$ cat config.mk
export PLATFORM = sky130hd
export DESIGN_NAME = formal_bus_env
export DESIGN_NICKNAME = d
export VERILOG_FILES = /design/src/rtl/formal_bus_env.sv
export SDC_FILE = /design/constraint.sdc
export NUM_CORES = 1
export LEC_CHECK = 0
export ABC_CLOCK_PERIOD_IN_PS = 2180
export CAP_MARGIN = 20
export CORE_ASPECT_RATIO = 1.25
export CORE_UTILIZATION = 25
export CTS_BUF_LIST = sky130_fd_sc_hd__clkbuf_8
export CTS_CLUSTER_SIZE = 8
export DETAILED_ROUTE_END_ITERATION = 10
export GPL_TIMING_DRIVEN = 1
export PLACE_DENSITY = 0.6
export SYNTH_ARGS = -nofsm -noshare
export SYNTH_HDL_FRONTEND = slang
export SYNTH_SLANG_ARGS = --single-unit
$ cat constraint.sdc
create_clock -name clock -period 2.18 [get_ports clock]
set_input_delay 0.436 -clock clock [delete_from_list [all_inputs] [get_ports clock]]
set_output_delay 0.436 -clock clock [all_outputs]
set_load 0.02 [all_outputs]
$ cat src/rtl/formal_bus_env.sv
// formal_bus_env: shapes per-channel ready/read data around the hart, with a bounded-stall guarantee,
// a sticky request-stability monitor and a saturating completed-transfer counter per channel.
// Latency: rdy_o and rdata_o are combinational. violation_o and txn_cnt_o are registered and update the cycle after the event.
// Backpressure: ready follows rnd_rdy_i but is forced after MAX_STALL stalled cycles. Build with FORMAL_MEM_EN to add a shadow memory.
module formal_bus_env #(
    parameter int          NUM_CH    = 2,
    parameter int          ADDR_W    = 32,
    parameter int          DATA_W    = 32,
    parameter int          MAX_STALL = 4,
    parameter logic [31:0] MEM_BASE  = 32'h0000_0000,
    parameter int          MEM_WORDS = 16
) (
    input  logic                     clock,
    input  logic                     reset,
    input  logic [NUM_CH-1:0]        req_i,
    input  logic [NUM_CH*ADDR_W-1:0] addr_i,
    input  logic [NUM_CH*DATA_W/8-1:0] wmask_i,
    input  logic [NUM_CH*DATA_W-1:0] wdata_i,
    input  logic [NUM_CH-1:0]        rnd_rdy_i,
    input  logic [NUM_CH*DATA_W-1:0] rnd_data_i,
    output logic [NUM_CH-1:0]        rdy_o,
    output logic [NUM_CH*DATA_W-1:0] rdata_o,
    output logic [NUM_CH-1:0]        violation_o,
    output logic [NUM_CH*16-1:0]     txn_cnt_o
);
    localparam int BYTES = DATA_W / 8;
    // Stall counter must hold 0..MAX_STALL. Keep at least one bit so MAX_STALL = 0 still elaborates.
    localparam int SW = (MAX_STALL > 0) ? $clog2(MAX_STALL + 1) : 1;
    localparam logic [SW-1:0] STALL_MAX = SW'(MAX_STALL);

    // Reject parameter sets the address arithmetic below cannot represent
    if (DATA_W % 8 != 0) begin : g_bad_data_w
        $error("formal_bus_env: DATA_W must be a multiple of 8");
    end
    if (MEM_WORDS < 1 || (MEM_WORDS & (MEM_WORDS - 1)) != 0) begin : g_bad_mem_words
        $error("formal_bus_env: MEM_WORDS must be a power of two");
    end
    if (ADDR_W < 64 &&
        (64'(MEM_BASE) + 64'(MEM_WORDS) * 64'(BYTES)) > (64'd1 << ADDR_W)) begin : g_bad_window
        $error("formal_bus_env: shadow-memory window exceeds the address space");
    end

    logic [NUM_CH-1:0] rdy;
    assign rdy_o = rdy;

    for (genvar c = 0; c < NUM_CH; c++) begin : g_ch
        logic [SW-1:0]     stall_q, stall_d;
        logic              pending_q, pending_d;
        logic [ADDR_W-1:0] lat_addr_q, lat_addr_d;
        logic [BYTES-1:0]  lat_wmask_q, lat_wmask_d;
        logic [DATA_W-1:0] lat_wdata_q, lat_wdata_d;
        logic              viol_q, viol_d;
        logic [15:0]       txn_q, txn_d;

        logic [ADDR_W-1:0] addr_c;
        logic [BYTES-1:0]  wmask_c;
        logic [DATA_W-1:0] wdata_c;
        assign addr_c  = addr_i[c*ADDR_W +: ADDR_W];
        assign wmask_c = wmask_i[c*BYTES +: BYTES];
        assign wdata_c = wdata_i[c*DATA_W +: DATA_W];

        // Ready is the random candidate, forced once the stall budget is used up; never without a request.
        assign rdy[c] = !reset && req_i[c] && (rnd_rdy_i[c] || stall_q == STALL_MAX);

        // Next-state: stall counting, request latching, violation detection and transfer counting.
        always_comb begin
            stall_d     = '0;
            pending_d   = 1'b0;
            lat_addr_d  = lat_addr_q;
            lat_wmask_d = lat_wmask_q;
            lat_wdata_d = lat_wdata_q;
            viol_d      = viol_q;
            txn_d       = txn_q;
            // A stalled request must be held unchanged into the next cycle.
            if (pending_q && (!req_i[c] || addr_c != lat_addr_q ||
                              wmask_c != lat_wmask_q || wdata_c != lat_wdata_q)) begin
                viol_d = 1'b1;
            end
            if (req_i[c] && !rdy[c]) begin
                stall_d     = stall_q + 1'b1;
                pending_d   = 1'b1;
                lat_addr_d  = addr_c;
                lat_wmask_d = wmask_c;
                lat_wdata_d = wdata_c;
            end
            if (req_i[c] && rdy[c] && txn_q != 16'hFFFF) begin
                txn_d = txn_q + 16'd1;
            end
        end

        // Per-channel state registers with synchronous reset.
        always_ff @(posedge clock) begin
            if (reset) begin
                stall_q     <= '0;
                pending_q   <= 1'b0;
                lat_addr_q  <= '0;
                lat_wmask_q <= '0;
                lat_wdata_q <= '0;
                viol_q      <= 1'b0;
                txn_q       <= '0;
            end else begin
                stall_q     <= stall_d;
                pending_q   <= pending_d;
                lat_addr_q  <= lat_addr_d;
                lat_wmask_q <= lat_wmask_d;
                lat_wdata_q <= lat_wdata_d;
                viol_q      <= viol_d;
                txn_q       <= txn_d;
            end
        end

        assign violation_o[c]        = viol_q;
        assign txn_cnt_o[c*16 +: 16] = txn_q;
    end

`ifdef FORMAL_MEM_EN
    localparam int IDX_W = (MEM_WORDS > 1) ? $clog2(MEM_WORDS) : 1;
    localparam int SH    = (BYTES > 1) ? $clog2(BYTES) : 0;
    localparam logic [ADDR_W-1:0] BASE_A = ADDR_W'(MEM_BASE);
    // One extra bit so a window that reaches the top of the address space still compares correctly.
    localparam logic [ADDR_W:0]   WIN_A  = (ADDR_W + 1)'(MEM_WORDS * BYTES);

    logic [DATA_W-1:0] mem_q [MEM_WORDS];
    logic [NUM_CH-1:0] in_win;
    logic [NUM_CH-1:0] wr_en;
    logic [IDX_W-1:0]  widx [NUM_CH];

    for (genvar c = 0; c < NUM_CH; c++) begin : g_mem_dec
        logic [ADDR_W-1:0] off;
        assign off       = addr_i[c*ADDR_W +: ADDR_W] - BASE_A;
        assign in_win[c] = (addr_i[c*ADDR_W +: ADDR_W] >= BASE_A) && ({1'b0, off} < WIN_A);
        assign widx[c]   = IDX_W'(off >> SH);
        assign wr_en[c]  = rdy[c] && in_win[c] && (|wmask_i[c*BYTES +: BYTES]);
        // Memory reads see the pre-edge contents, so a same-cycle write is not forwarded.
        assign rdata_o[c*DATA_W +: DATA_W] = in_win[c] ? mem_q[widx[c]]
                                                       : rnd_data_i[c*DATA_W +: DATA_W];
    end

    // Shadow-memory byte writes; later (higher-index) channels overwrite earlier ones per byte.
    always_ff @(posedge clock) begin
        if (reset) begin
            mem_q <= '{default: '0};
        end else begin
            for (int c = 0; c < NUM_CH; c++) begin
                for (int b = 0; b < BYTES; b++) begin
                    if (wr_en[c] && wmask_i[c*BYTES + b]) begin
                        mem_q[widx[c]][b*8 +: 8] <= wdata_i[c*DATA_W + b*8 +: 8];
                    end
                end
            end
        end
    end
`else
    assign rdata_o = rnd_data_i;
`endif

endmodule
==> out/results.txt, run 1 <==
status - complete, no violations
power per cell area - 615 nW/µm²
post-synthesis sequential area ratio - 0.407
postcts setup bufs - 0
WL final - 24600 µm
Post-CTS Resized - 11
Max IR drop VDD - 0.351 mV
WL per Instance - 14.4 µm
H-tree depth - 4
fin crit period - 2.05 ns
worst-case clock buffer depth - 2
startpoint class of the critical path - flop
ANT nets after route - 0
asr flop ratio synth - 0
Distinct cells, synth - 50
area leader, netlist - dfxtp_1
first-pass GRT wire length - 37600 µm
antenna violations before repair - 0
Crit. End Element - primary output
port buffer count - 177
Worst Path Class, Setup - flop to primary output
Worst Path Required - 1.74 ns
fmax - 0.487 GHz
Slew @ Worst Pin - 0.739 ns
share of cells above drive strength 1 - 0.0742
delay of the slowest critical-path stage - 0.65 ns
TritonCTS clock tree - built
dominant cells by area after synthesis - dfxtp_1 41%, nand2_1 12%, xnor2_1 8.9%
cell with the most instances after synthesis - nand2_1
worst hold slack - 0.419 ns
Yosys top cell area share - 0.407
critical path arrival - 1.62 ns
Placer Congestion - 0.817
Clock Tree Root - clkbuf_8
# clock sinks - 178
Crit-path slowest cell - clkdlybuf4s50_1
CP bufs+invs - 1
Core ar. - 34400 µm²
CTS buffer count - 17
CTS clk-pin slew, worst paths - 0.10 ns
Ys Warns - 0
post-synth net total - 1316
worst-path maximum fanout - 8
# hold bufs at CTS - 0
leakage - 3.98 nW
Post-synth EDFFs - 0
Slew HR - 0.507
Hold Path Class - flop to flop
Seq cells post-synth - 178
drt pass-1 iters - 4
Avg Synthesized Cell Area - 7.93 µm²
Commonest cells post-synth - 283 x nand2_1, 178 x dfxtp_1, 142 x a21oi_1, 89 x xnor2_1, 72 x buf_4
overall routing resource usage - 0.137
area after detailed placement - 10800 µm²
IO Pins - 306
Primary FF master, synth - dfxtp_1
Design Area, Final - 11200 µm²
post-synthesis cell area - 8750 µm²
CP delay by family, top - buffers and inverters
Final Cycle Share - 0.941
Die ar. - 35800 µm²
Setup Viol. Count Final - 0
post-route setup slack - 0.129 ns
Starting DRT DRC Count - 429
crit-path cells - clkdlybuf4s50_1
die height - 211 µm
half-perimeter wire length after placement - 18200 µm
mean number of vias per cell - 4.43
Skew-Pair Late Insertion Delay - 0.50 ns
diodes inserted - 0
final global-route overflow total - 0
Final Slew Violations - 0
RSZ-0062 raised after global routing - no
largest net degree at the start of global routing - 106
via count - 7561
starting density of the core - 0.254
skew final - 0.0194 ns
pre-CTS setup slack - -0.257 ns
Layout area overhead - 27.5%
Die W - 169 µm
vias in the first global route - 7228
cell row count - 76
Final nets - 1439
drc violations - 0
final hold violations - 0
max_cap viols - 0
Syn Inst Count - 1104
-- path summary, 6_finish.rpt --
check | startpoint | end | slack (ns) | cells after the start
hold reg to reg | g_ch[1].stall_q[0]$_SDFF_PP0_ | g_ch[1].stall_q[0]$_SDFF_PP0_ | 0.42 | 1
setup reg to reg | g_ch[1].txn_q[1]$_SDFFE_PP0P_ | g_ch[1].txn_q[7]$_SDFFE_PP0P_ | 0.33 | 6
hold / removal | g_ch[1].stall_q[0]$_SDFF_PP0_ | g_ch[1].stall_q[0]$_SDFF_PP0_ | 0.42 | 1
setup / recovery | g_ch[0].txn_q[12]$_SDFFE_PP0P_ | txn_cnt_o[12] | 0.13 | 1
-- worst register-to-register path, delay by kind of cell, from the launching register on --
| family | cells | cell delay, ns |
|---|---|---|
| AO/OA/AOI/OAI | 1 | 0.25 |
| XOR/XNOR | 1 | 0.16 |
| adder cells (fa/ha/maj) | 1 | 0.29 |
| flip-flops | 1 | 0.45 |
| AND/OR/NAND/NOR | 3 | 0.59 |
-- area by class of cell --
| type | instances | area [µm²] |
|---|---|---|
| multi-input combinational | 773 | 4320 |
| sequential | 178 | 3570 |
| tap | 468 | 586 |
| clock buffer | 19 | 262 |
| fill | 3687 | 23300 |
| timing repair buffer | 220 | 2160 |
| inverter | 37 | 144 |
| clock inverter | 13 | 121 |
-- power breakdown --
group	total, mW	switching (mW)	internal, mW	leakage [nW]
Combinational	1.09	0.518	0.568	2.33
Clock	2.27	1.37	0.895	0.195
Sequential	3.50	0.0980	3.41	1.46
Total	6.86	1.99	4.87	3.98
-- kinds of logic (layout without fill, tap and decap cells) --
family | Yosys count | in the layout | synth area share
AND/OR/NAND/NOR | 449 | 449 | 0.233
AO/OA/AOI/OAI | 190 | 190 | 0.121
flip-flops | 178 | 178 | 0.407
buffers and inverters | 153 | 289 | 0.101
XOR/XNOR | 125 | 125 | 0.125
adder cells (fa/ha/maj) | 6 | 6 | 0.00858
multiplexers | 3 | 3 | 0.00357
-- layout by cell type, fill, tap and decap left out, drive strengths merged, types with 7 or more instances in the layout --
cell type	netlist	routed
a2111oi	8	8
a21oi	143	143
and3	7	7
buf	92	46
clkbuf	24	19
clkdlybuf4s50	0	174
dfxtp	178	178
inv	36	43
nand2	284	284
nand3	13	13
nand4	31	31
nor2	35	35
nor2b	21	21
nor3	8	8
nor4	21	21
o21ai	7	7
o22ai	10	10
xnor2	89	89
xor2	36	36
-- routing by layer --
metal  vias up  GRT usage  part of all wire
met1      3446      0.140              0.39
li1       3852          -                 -
met3        79     0.0401             0.065
met4         0     0.0957             0.053
met5         -          0                 0
met2       184      0.237              0.49
-- through the flow --
step	TNS (ns)	total power, mW	util	std cells
after floorplan	0	4.29	-	1104
after global placement	-1.51	4.66	0.313	1676
after detailed placement	-3.00	4.68	0.313	1676
after CTS	0	7.02	0.324	1708
after global routing	0	7.22	0.324	1708
final	0	6.86	0.324	1708
-- sequential cells by signal, indices dropped and copies added, names as in the netlist --
name and count:
g_ch.pending_q 2, g_ch.lat_wdata_q 64, g_ch.lat_addr_q 64, g_ch.lat_wmask_q 8, g_ch.txn_q 32, g_ch.stall_q 6
g_ch.viol_q 2
Note: power is estimated with default switching activity, not from simulation.
==> inputs of run 2 (changes only) <==
Settings changed: CORE_UTILIZATION 25 to 47, PLACE_DENSITY 0.6 to 0.94.
==> run 2 against run 1 <==
  * Power up 0.68%
  * Critical path depth rose by 5
  * Non-clock buffer count fell by 11
  * Clock skew is 0.0015 ns lower
  * Largest cell class unchanged
  * Largest power group unchanged
  * Highest routed layer is now met5
==> out/results.txt, run 2 (synthesized netlist as in run 1, its figures left out) <==
status - complete, no violations
Final Slew Violations - 0
Layout area overhead - 23.5%
Design Power - 6.91 mW
Die ar. - 19200 µm²
Slew @ Worst Pin - 0.910 ns
Hold Path Depth - 3
CTS clk-pin slew, worst paths - 0.10 ns
Reg power frac - 0.509
cell row count - 55
Hold Path Class - primary input to flop
hold path startpoint - reset
Skew-Pair Late Insertion Delay - 0.45 ns
Setup crit start - g_ch[1].stall_q[0]$_SDFF_PP0_
mean number of vias per cell - 5.35
leakage - 3.94 nW
worst-case clock buffer depth - 2
drc violations - 0
max_cap viols - 0
first-pass GRT wire length - 35200 µm
Gate power share - 0.152
Worst Path Class, Setup - flop to primary output
hold endpoint - g_ch[1].txn_q[15]$_SDFFE_PP0P_
reg2reg path depth - 10
fmax - 0.479 GHz
IO Pins - 306
WL per Instance - 15.4 µm
CTS buffer count - 17
most frequent cells in the layout - 282 x nand2_1, 175 x dfxtp_1, 174 x clkdlybuf4s50_1
die height - 155 µm
R2R Path End - g_ch[0].txn_q[11]$_SDFFE_PP0P_
# clock sinks - 178
H-tree depth - 4
Final Cycle Share - 0.957
final global-route overflow total - 0
Max IR drop VDD - 0.375 mV
worst hold slack - 0.358 ns
share of cells above drive strength 1 - 0.0675
Post-Route Utilization - 0.595
Placer Congestion - 0.922
Slew HR - 0.394
overall routing resource usage - 0.233
Switch Pwr - 1.88 mW
fin crit period - 2.09 ns
fill count - 1531
TritonCTS clock tree - built
critical path arrival - 1.65 ns
Worst Path Required - 1.74 ns
WL final - 22500 µm
drt pass-1 iters - 5
Setup Viol. Count Final - 0
largest net degree at the start of global routing - 87
starting density of the core - 0.482
via count - 7800
worst-path maximum fanout - 3
internal power - 5.02 mW
sw frac - 0.273
Starting DRT DRC Count - 401
ANT nets after route - 0
Largest regs - g_ch.lat_addr_q: 64 flops, g_ch.lat_wdata_q: 64 flops, g_ch.txn_q: 32 flops
power per cell area - 639 nW/µm²
r2r setup slk - 0.32 ns
Crit. End Element - primary output
startpoint class of the critical path - flop
Die W - 124 µm
antenna violations before repair - 3
final hold violations - 0
total negative slack - 0 ns
Reg-to-Reg Start - g_ch[0].stall_q[1]$_SDFF_PP0_
commonest non-fill, non-tap cell in the layout - nand2_1
half-perimeter wire length after placement - 16700 µm
clock power share - 0.339
skew final - 0.0179 ns
vias in the first global route - 7635
Clock Tree Root - clkbuf_8
Final nets - 1428
port buffer count - 177
Core ar. - 18200 µm²
-- run 2: cell count changes in the layout (fill, tap and decap cells not counted), moves of 2 or more --
| cell | change |
|---|---|
| bufinv_16 | +2 |
| buf_2 | -2 |
| inv_8 | -2 |
| clkdlybuf4s15_2 | +2 |
| buf_4 | -9 |
| diode_2 | +2 |
-- run 2: routing by layer --
layer	routed length [µm]	track usage
met1	8300	0.226
met2	11800	0.431
met3	1460	0.0682
met4	960	0.125
met5	13	0
-- run 2: through the flow --
stage / instances / instance area [µm²] / setup WS [ns]
2_1_floorplan: 1104 / 8750 / 0.380
3_3_place_gp: 1424 / 10400 / -0.184
3_5_place_dp: 1424 / 10400 / -0.211
4_1_cts: 1456 / 10800 / 0.00534
5_1_grt: 1458 / 10800 / -0.0259
6_report: 1459 / 10800 / 0.0944
-- run 2: how the worst max path moves through the flow --
stage,end,depth (start not counted)
2_1_floorplan,g_ch[0].lat_addr_q[11]$_SDFFE_PP0N_,11
3_3_place_gp,rdy_o[0],5
3_5_place_dp,rdy_o[0],5
4_1_cts,rdy_o[1],6
5_1_grt,rdy_o[1],6
6_report,rdy_o[1],6
-- run 2: what timing repair did --
item                       4_1_cts  5_1_grt
hold buffers                     0        0
resized for setup                8        4
pin swaps                        0        1
setup buffers                    0        1
setup endpoints to repair        2        2
-- run 2: power groups by stage --
stage,clock (mW),combinational [mW],sequential [mW]
3_5_place_dp,0,1.04,3.59
2_1_floorplan,0,0.722,3.57
5_1_grt,2.54,1.15,3.53
3_3_place_gp,0,1.01,3.57
6_report,2.34,1.05,3.51
4_1_cts,2.39,1.05,3.51
-- run 2: area by class of cell --
cell class	instances	area (µm²)	area share
Timing Repair Buffer	209	2070	0.192
Clock buffer	18	248	0.0229
Tap cell	228	285	0.0264
Multi-Input combinational cell	773	4330	0.401
Inverter	37	144	0.0133
Sequential cell	178	3570	0.330
Clock inverter	14	151	0.0140
Antenna cell	2	5.00	0.000463
-- run 2: worst max-delay path, stage by stage (launching register included) --
cell	delay, ns
dfxtp_2	0.35
inv_1	0.04
ha_1	0.20
a21oi_2	0.18
nand2b_4	0.15
inv_1	0.04
clkdlybuf4s15_2	0.24
==> inputs of run 3 (changes only) <==
Settings changed: CORE_UTILIZATION 47 to 60, DONT_BUFFER_PORTS set to 1, PLACE_DENSITY 0.94 to 0.87, TNS_END_PERCENT set to 5.
==> run 3 against run 2 <==
  * Count of clock-buffer cells in the layout up 1
  * Maximum frequency rose by 0.54%
  * Routed wire length decreased by 15%
  * Worst hold slack got worse by 0.32 ns
  * Final cell count shrank 16%
  * Register-to-register slack worse by 0.06 ns
  * Critical path type unchanged
  * Largest cell class unchanged
==> out/results.txt, run 3 (synthesized netlist as in run 1, its figures left out) <==
Setup Viol. Count Final - 0
mean number of vias per cell - 5.65
worst-path maximum fanout - 10
overall routing resource usage - 0.247
port buffer count - 0
Worst Path Class, Setup - flop to primary output
Non-Filler Instances - 1223
delay of the slowest critical-path stage - 0.35 ns
Hold Path Class - primary input to flop
Largest regs - g_ch.lat_addr_q: 64 flops, g_ch.lat_wdata_q: 64 flops, g_ch.txn_q: 32 flops
drt pass-1 iters - 5
Final nets - 1244
Final Cycle Share - 0.952
Die W - 110 µm
H-tree depth - 4
drc violations - 0
final global-route overflow total - 0
share of cells above drive strength 1 - 0.0699
area of the multi-input gates - 4330 µm²
fill count - 1183
final hold violations - 0
half-perimeter wire length after placement - 13400 µm
power per cell area - 727 nW/µm²
status - complete, no violations
Crit-path slowest cell - dfxtp_2
Crit. End Element - primary output
Die ar. - 15100 µm²
fmax - 0.482 GHz
via count - 6916
CP delay by family, top - flip-flops
CP bufs+invs - 3
TritonCTS clock tree - built
fin crit period - 2.07 ns
leakage - 3.22 nW
ANT nets after route - 0
Slew HR - 0.543
Placer Congestion - 0.900
first-pass GRT wire length - 28900 µm
pre-CTS setup slack - 0.229 ns
critical path arrival - 1.64 ns
FF/Latch Area - 3560 µm²
r2r setup slk - 0.26 ns
# clock sinks - 178
skew final - 0.0180 ns
Layout area overhead - 1.66%
CTS clk-pin slew, worst paths - 0.09 ns
Starting DRT DRC Count - 533
Skew-Pair Late Insertion Delay - 0.47 ns
worst-case clock buffer depth - 2
diodes inserted - 0
post-route setup slack - 0.106 ns
Post-Place Cells - 1191
vias in the first global route - 6310
startpoint class of the critical path - flop
WL per Instance - 15.7 µm
CTS buffer count - 17
RSZ-0062 raised after global routing - no
commonest non-fill, non-tap cell in the layout - nand2_1
Final Slew Violations - 0
Worst Path Required - 1.74 ns
total negative slack - 0 ns
most frequent cells in the layout - 282 x nand2_1, 177 x dfxtp_1, 141 x a21oi_1
largest net degree at the start of global routing - 174
Core ar. - 14300 µm²
Slew @ Worst Pin - 0.686 ns
die height - 137 µm
Max IR drop VDD - 0.559 mV
cell row count - 49
crit-path cells - inv_1 > ha_1 > a21oi_2 > nand2b_4 > buf_6 > inv_2
postcts setup bufs - 0
WL final - 19200 µm
IO Pins - 306
antenna violations before repair - 0
Clock Tree Root - clkbuf_8
max_cap viols - 0
# hold bufs at CTS - 0
starting density of the core - 0.613
## run 3: changes by cell type in the layout (fill, tap and decap cells not counted), sizes merged
cell           change
clkdlybuf4s50    -174
buf                -8
clkinv             -3
clkdlybuf4s15      -2
clkinvlp           +2
diode              -2
clkbuf             +1
## run 3: worst register-to-register path, delay by kind of cell (launching register included)
| kind | cells | cell delay, ns |
|---|---|---|
| AOI/OAI and AO/OA | 1 | 0.22 |
| DFF | 1 | 0.52 |
| muxes | 1 | 0.29 |
| and+or+nand+nor | 2 | 0.78 |
## run 3: report_power, final
| group | switching [mW] | internal [mW] | leakage (nW) | total (mW) |
|---|---|---|---|---|
| registers | 0.104 | 3.40 | 1.46 | 3.51 |
| logic | 0.325 | 0.293 | 1.56 | 0.619 |
| clock network | 1.25 | 1.09 | 0.200 | 2.34 |
## run 3: cell type report
class,instances,area share
multi-input combinational,773,0.487
clock buffer,19,0.0294
tap,178,0.0250
timing repair buffer,25,0.0257
inverter,37,0.0162
sequential,178,0.401
clock inverter,13,0.0163
## run 3: per-layer routing
layer / global-route usage / share of wire / up-vias
met5: 0 / 0 / -
met4: 0.164 / 0.044 / 0
met3: 0.0848 / 0.087 / 72
met2: 0.421 / 0.49 / 236
met1: 0.254 / 0.38 / 3154
li1: - / - / 3454
## run 3: worst paths after layout
check | cells past startpoint | startpoint | to
setup reg to reg | 4 | g_ch[1].txn_q[15]$_SDFFE_PP0P_ | g_ch[1].txn_q[0]$_SDFFE_PP0P_
hold reg to reg | 1 | g_ch[1].stall_q[0]$_SDFF_PP0_ | g_ch[1].stall_q[0]$_SDFF_PP0_
setup / recovery | 6 | g_ch[1].stall_q[0]$_SDFF_PP0_ | rdy_o[1]
hold / removal | 1 | reset | g_ch[1].txn_q[9]$_SDFFE_PP0P_
## run 3: timing repair
action / CTS / global route
gates resized for setup: 3 / 3
pin swaps: 0 / 1
setup endpoints to repair: 1 / 2
## run 3: through the flow
| step | utilization | cell area, µm² | hold slack (ns) | power (mW) |
|---|---|---|---|---|
| final | 0.623 | 8900 | 0.0349 | 6.47 |
| after global routing | 0.623 | 8900 | 0.00593 | 6.74 |
| after CTS | 0.622 | 8890 | 0.000961 | 6.50 |
| after detailed placement | 0.593 | 8470 | 0.441 | 4.20 |
| after global placement | 0.593 | 8470 | 0.433 | 4.17 |
| after floorplan | - | 8750 | 0.417 | 4.29 |
==> RTL edit 1: new RTL, settings of run 1 <==
`NUM_CH`: 2 -> 1.
--- a/src/rtl/formal_bus_env.sv
+++ b/src/rtl/formal_bus_env.sv
@@ -3,7 +3,7 @@
 // Latency: rdy_o and rdata_o are combinational. violation_o and txn_cnt_o are registered and update the cycle after the event.
 // Backpressure: ready follows rnd_rdy_i but is forced after MAX_STALL stalled cycles. Build with FORMAL_MEM_EN to add a shadow memory.
 module formal_bus_env #(
-    parameter int          NUM_CH    = 2,
+    parameter int          NUM_CH    = 1,
     parameter int          ADDR_W    = 32,
     parameter int          DATA_W    = 32,
     parameter int          MAX_STALL = 4,
Ports: changed (10 resized); port bits go from 306 to 154. No check against the original RTL was run, so the function may have changed too.
==> RTL edit 1 against run 1 <==
Combinational power shrank 52%; routed wire length is 55% lower; final area fell by 51%; highest routed layer unchanged; non-clock buffer count down 120; setup slack gained 0.035 ns; sequential cell count fell by 89; synthesized area fell by 50%; power is 48% lower; critical endpoint is now rdy_o; largest power group unchanged; synthesized cell count fell by 52%; sequential share of layout area increased by 0.42 points.
==> RTL edit 1: results (changes against run 1) <==
STA
  – Slew @ Worst Pin: 0.961 ns (+0.222 ns)
  – Layout Skew: 0.00531 ns (-0.0141 ns)
  – Crit path time final: 2.02 ns (-0.0352 ns)

Clock tree
  – Clock Sinks: 89 (-50%)
  – # H-tree levels: 3 (-1)
  – Post-CTS sizing: 1 (-10)

Cells and area
  – Multi-input combinational area share: 39.3% (+0.63 points)
  – Buffer share of cell area: 18.5% (-0.88 points)
  – Multi-In Gates: 379 (-51%)
  – Invs w/o clock: 11 (-70%)
  – Share of layout cells above drive strength 1: 6.39% (-1.0 points)

Synth
  – Synth top cells by count: nand2_1, dfxtp_1, a21oi_1
  – Syn Nets: 642 (-51%)
  – Synth top area share: 41.1% (+0.35 points)
  – Mapped Cells: 535 (-52%)
  – Synth Area in Adders: 0.865% (+0.0074 points)

Power and ir drop
  – Switching Fraction: 25.0% (-4.0 points)
  – Leakage power: 1.94 nW (-51%)
  – P_clk: 1.30 mW (-43%)

Drt
  – Final WL: 11000 microns (-55%)
  – Initial DRC Count: 247 (-42%)
  – Metal3 WL: 723 microns (-55%)
  – Via/cell ratio: 4.38 (-1.0%)

Place
  – Dpl cells: 799 (-52%)
  – Port Buffers: 89 (-50%)
  – Routability cong.: 0.780 (-4.5%)

GRT
  – Largest net degree at the start of global routing: 86 (-19%)
  – Gr usage total: 12.7% (-0.90 points)
  – Number of global-route vias before repair: 3378 (-53%)
  – Met2 Use GR: 21.4% (-2.3 points)

Critical path
  – Critical path's largest stage delay: 0.36 ns (-0.29 ns)
  – FF-to-FF End: g_ch[0].lat_addr_q[0]

Worst hold path
  – Worst Hold End: g_ch[0].stall_q[0]

Status
  – Status: finished clean
-- RTL edit 1: cell types whose count changed after synthesis, moves of 8 or more --
cell	run 1	this run
o22ai_1	10	1
nand2_1	283	143
nor2b_1	21	1
nor2_1	34	12
nor4_1	20	7
dfxtp_1	178	89
a21oi_1	142	74
xor2_1	36	9
buf_4	72	35
inv_1	36	11
xnor2_1	89	59
nand4_1	31	15
a2111oi_0	8	0
clkbuf_1	24	8
-- RTL edit 1: worst max path at each step --
| stage | startpoint | end | depth (start not counted) |
|---|---|---|---|
| 3_5_place_dp | addr_i[12] | violation_o | 6 |
| 5_1_grt | g_ch[0].stall_q[0] | rdy_o | 6 |
| 2_1_floorplan | txn_cnt_o[2] | txn_cnt_o[15] | 5 |
| 4_1_cts | g_ch[0].stall_q[0] | rdy_o | 6 |
| 3_3_place_gp | addr_i[12] | violation_o | 6 |
| 6_report | g_ch[0].stall_q[0] | rdy_o | 6 |
==> RTL edit 2: new RTL, flow settings as in run 1 <==
Made on the original files. Put one more register stage on the output `txn_cnt_o`, without a reset. The value now appears one clock later. The other outputs are not delayed to match. Comments in the files are not updated.
--- a/src/rtl/formal_bus_env.sv
+++ b/src/rtl/formal_bus_env.sv
@@ -27,6 +27,8 @@
     // Stall counter must hold 0..MAX_STALL. Keep at least one bit so MAX_STALL = 0 still elaborates.
     localparam int SW = (MAX_STALL > 0) ? $clog2(MAX_STALL + 1) : 1;
     localparam logic [SW-1:0] STALL_MAX = SW'(MAX_STALL);
+
+    logic [NUM_CH*16-1:0] txn_cnt_d;
 
     // Reject parameter sets the address arithmetic below cannot represent
     if (DATA_W % 8 != 0) begin : g_bad_data_w
@@ -110,7 +112,7 @@
         end
 
         assign violation_o[c]        = viol_q;
-        assign txn_cnt_o[c*16 +: 16] = txn_q;
+        assign txn_cnt_d[c*16 +: 16] = txn_q;
     end
 
 `ifdef FORMAL_MEM_EN
@@ -154,4 +156,8 @@
     assign rdata_o = rnd_data_i;
 `endif
 
+    always_ff @(posedge clock) begin
+        txn_cnt_o <= txn_cnt_d;
+    end
+
 endmodule
Behaviour: not the same (a bounded check fails within 4 cycles, from zero or initial values and one cycle with reset high).
==> RTL edit 2 against run 1 <==
Setup slack worse by 0.060 ns; critical path depth is 8 higher; power is 26% higher; final area is 9.0% higher; sequential cell count is 32 higher; synthesized area is 6.6% higher; first-iteration DRC count is 19% lower; routed wire length is 2.5% higher; critical endpoint is now g_ch[1].txn_q[14].
==> RTL edit 2: results (changes against run 1) <==
Synth
  – Unique cell type count in the Yosys netlist: 51 (+2.0%)
  – Ys Warns: 0 (unchanged)
  – Syn Nets: 1342 (+2.0%)
  – Synth top cells by count: nand2_1, dfxtp_1, a21oi_1
  – Sequential fraction of the synthesis area: 45.1% (+4.4 points)
  – Synth area leaders: dfxtp_1, nand2_1, a21oi_1
  – Mapped Cells: 1130 (+2.4%)
  – Synth top area share: 45.1% (+4.4 points)
  – Ys async rst share: 0% (unchanged)

Drt
  – Wire per inst: 14.2 microns (-1.5%)
  – Initial DRC Count: 347 (-19%)
  – Drt pass-1 iters: 4 (unchanged)
  – Via/cell ratio: 4.39 (-0.86%)

Place
  – DP HPWL: 17900 microns (-1.7%)
  – Port Buffers: 177 (unchanged)
  – Dpl cells: 1710 (+2.0%)
  – Post-Place Setup Slack: -0.332 ns (-0.0758 ns)
  – Routability cong.: 0.868 (+6.2%)
  – Area after DPL: 0.0114 sq mm (+5.9%)

Critical path
  – Crit path arrival time: 2.57 ns (+0.95 ns)
  – Max Fanout on Critical Path: 5 (-3)
  – CP delay by family, top: simple AND/OR/NAND/NOR gates
  – Critical path's largest stage delay: 0.41 ns (-0.24 ns)
  – Slowest cell on the critical path: or3_4

Cells and area
  – Layout Cells excl Fill: 1778 (+4.1%)
  – Biggest regs: g_ch.lat_addr_q: 64 flops, g_ch.lat_wdata_q: 64 flops
  – FILL cells: 3803 (+3.1%)
  – Share of layout cells above drive strength 1: 8.72% (+1.3 points)
  – Nets: 1484 (+3.1%)

Power and ir drop
  – Switching Fraction: 26.1% (-2.9 points)
  – Peak supply drop: 0.000316 V (-10%)
  – Leakage power: 4.59 nW (+15%)

Status
  – Status: finished clean

STA
  – Headroom to the max-slew limit: 41.4% (-9.3 points)
  – Layout Skew: 0.0173 ns (-0.00216 ns)

GRT
  – Number of global-route vias before repair: 7748 (+7.2%)
  – Initial antenna violation count: 3 (+3)
  – First-pass GRT wire length: 40200 microns (+7.1%)
  – Largest net degree at the start of global routing: 97 (-8.5%)
  – Gr usage total: 13.3% (-0.37 points)

Clock tree
  – Max clock buf depth: 3 (+1)
  – Clk Latency, worst-skew pair: 0.55 ns (+0.05 ns)
  – Cts bufs inserted: 38 (+21)
  – Reg clk slew, reported paths: 0.06 ns (-0.04 ns)
  – # H-tree levels: 2 (-2)

Worst hold path
  – Min-Delay Path Class: input pin to flip-flop
-- RTL edit 2: cell types whose count changed after synthesis, moves of 5 or more --
cell and delta:
a2111oi_0 -5, buf_4 -6, clkbuf_1 +18, dfxtp_1 +32, inv_1 -9, nand2b_1 +11
nand4_1 -12, nor2_1 +6, nor3_1 +6, nor4_1 +6, o22ai_1 -5, xnor2_1 -22
xor2_1 +28
-- RTL edit 2: layer usage --
metal,vias up,global-route usage (%),part of all wire [%]
li1,3960,-,-
met4,0,6.52,3.7
met5,-,0,0
met2,168,23.6,50
met1,3594,15.0,41
met3,81,2.81,5.0
-- RTL edit 2: kinds of logic (layout without fill, tap and decap cells) --
| logic type | Yosys count | count (layout) | synth area share (%) |
|---|---|---|---|
| muxes | 3 | 3 | 0.335 |
| and+or+nand+nor | 452 | 452 | 21.9 |
| adders and majority gates | 6 | 6 | 0.805 |
| buffers and inverters | 145 | 311 | 8.61 |
| DFF | 210 | 210 | 45.1 |
| other | 0 | 2 | 0 |
| xor gates and xnor gates | 131 | 131 | 12.3 |
| AOI/OAI and AO/OA | 183 | 183 | 11.0 |
-- RTL edit 2: timing repair --
| item | 4_1_cts | 5_1_grt |
|---|---|---|
| setup endpoints to repair | 2 | 4 |
| hold buffers | 0 | 0 |
| resized for setup | 7 | 5 |
| pin swaps | 1 | 2 |
| buffers inserted | 1 | 1 |
| hold endpoints to repair | 0 | 0 |
| cloned | 0 | 0 |
-- RTL edit 2: final cells by class --
type                       instances  area (sq um)  area share (%)
tap                              480           601            4.94
multi-input combinational        775          4380            36.0
inverter                          27           101           0.834
antenna                            2          5.00          0.0412
clock buffer                      44           606            4.98
timing repair buffer             220          2170            17.8
clock inverter                    20          92.6           0.761
sequential                       210          4200            34.6
-- RTL edit 2: power by group through the flow --
| stage | registers (mW) | logic (mW) | clock network (mW) |
|---|---|---|---|
| after global placement | 4.19 | 1.05 | 0 |
| after detailed placement | 4.20 | 1.06 | 0 |
| after floorplan | 4.18 | 0.708 | 0 |
| final | 4.11 | 1.06 | 3.50 |
| after CTS | 4.11 | 1.07 | 3.65 |
| after global routing | 4.13 | 1.17 | 3.83 |
-- RTL edit 2: path summary, 6_finish.rpt --
| kind | slack, ns | depth (start not counted) | start | endpoint |
|---|---|---|---|---|
| min | 0.34 | 4 | reset | g_ch[1].lat_wdata_q[17] |
| max | 0.07 | 9 | g_ch[1].stall_q[0] | g_ch[1].txn_q[14] |
| max reg2reg | 0.07 | 9 | g_ch[1].stall_q[0] | g_ch[1].txn_q[14] |
| min reg2reg | 0.39 | 0 | g_ch[0].txn_q[12] | txn_cnt_o[12] |
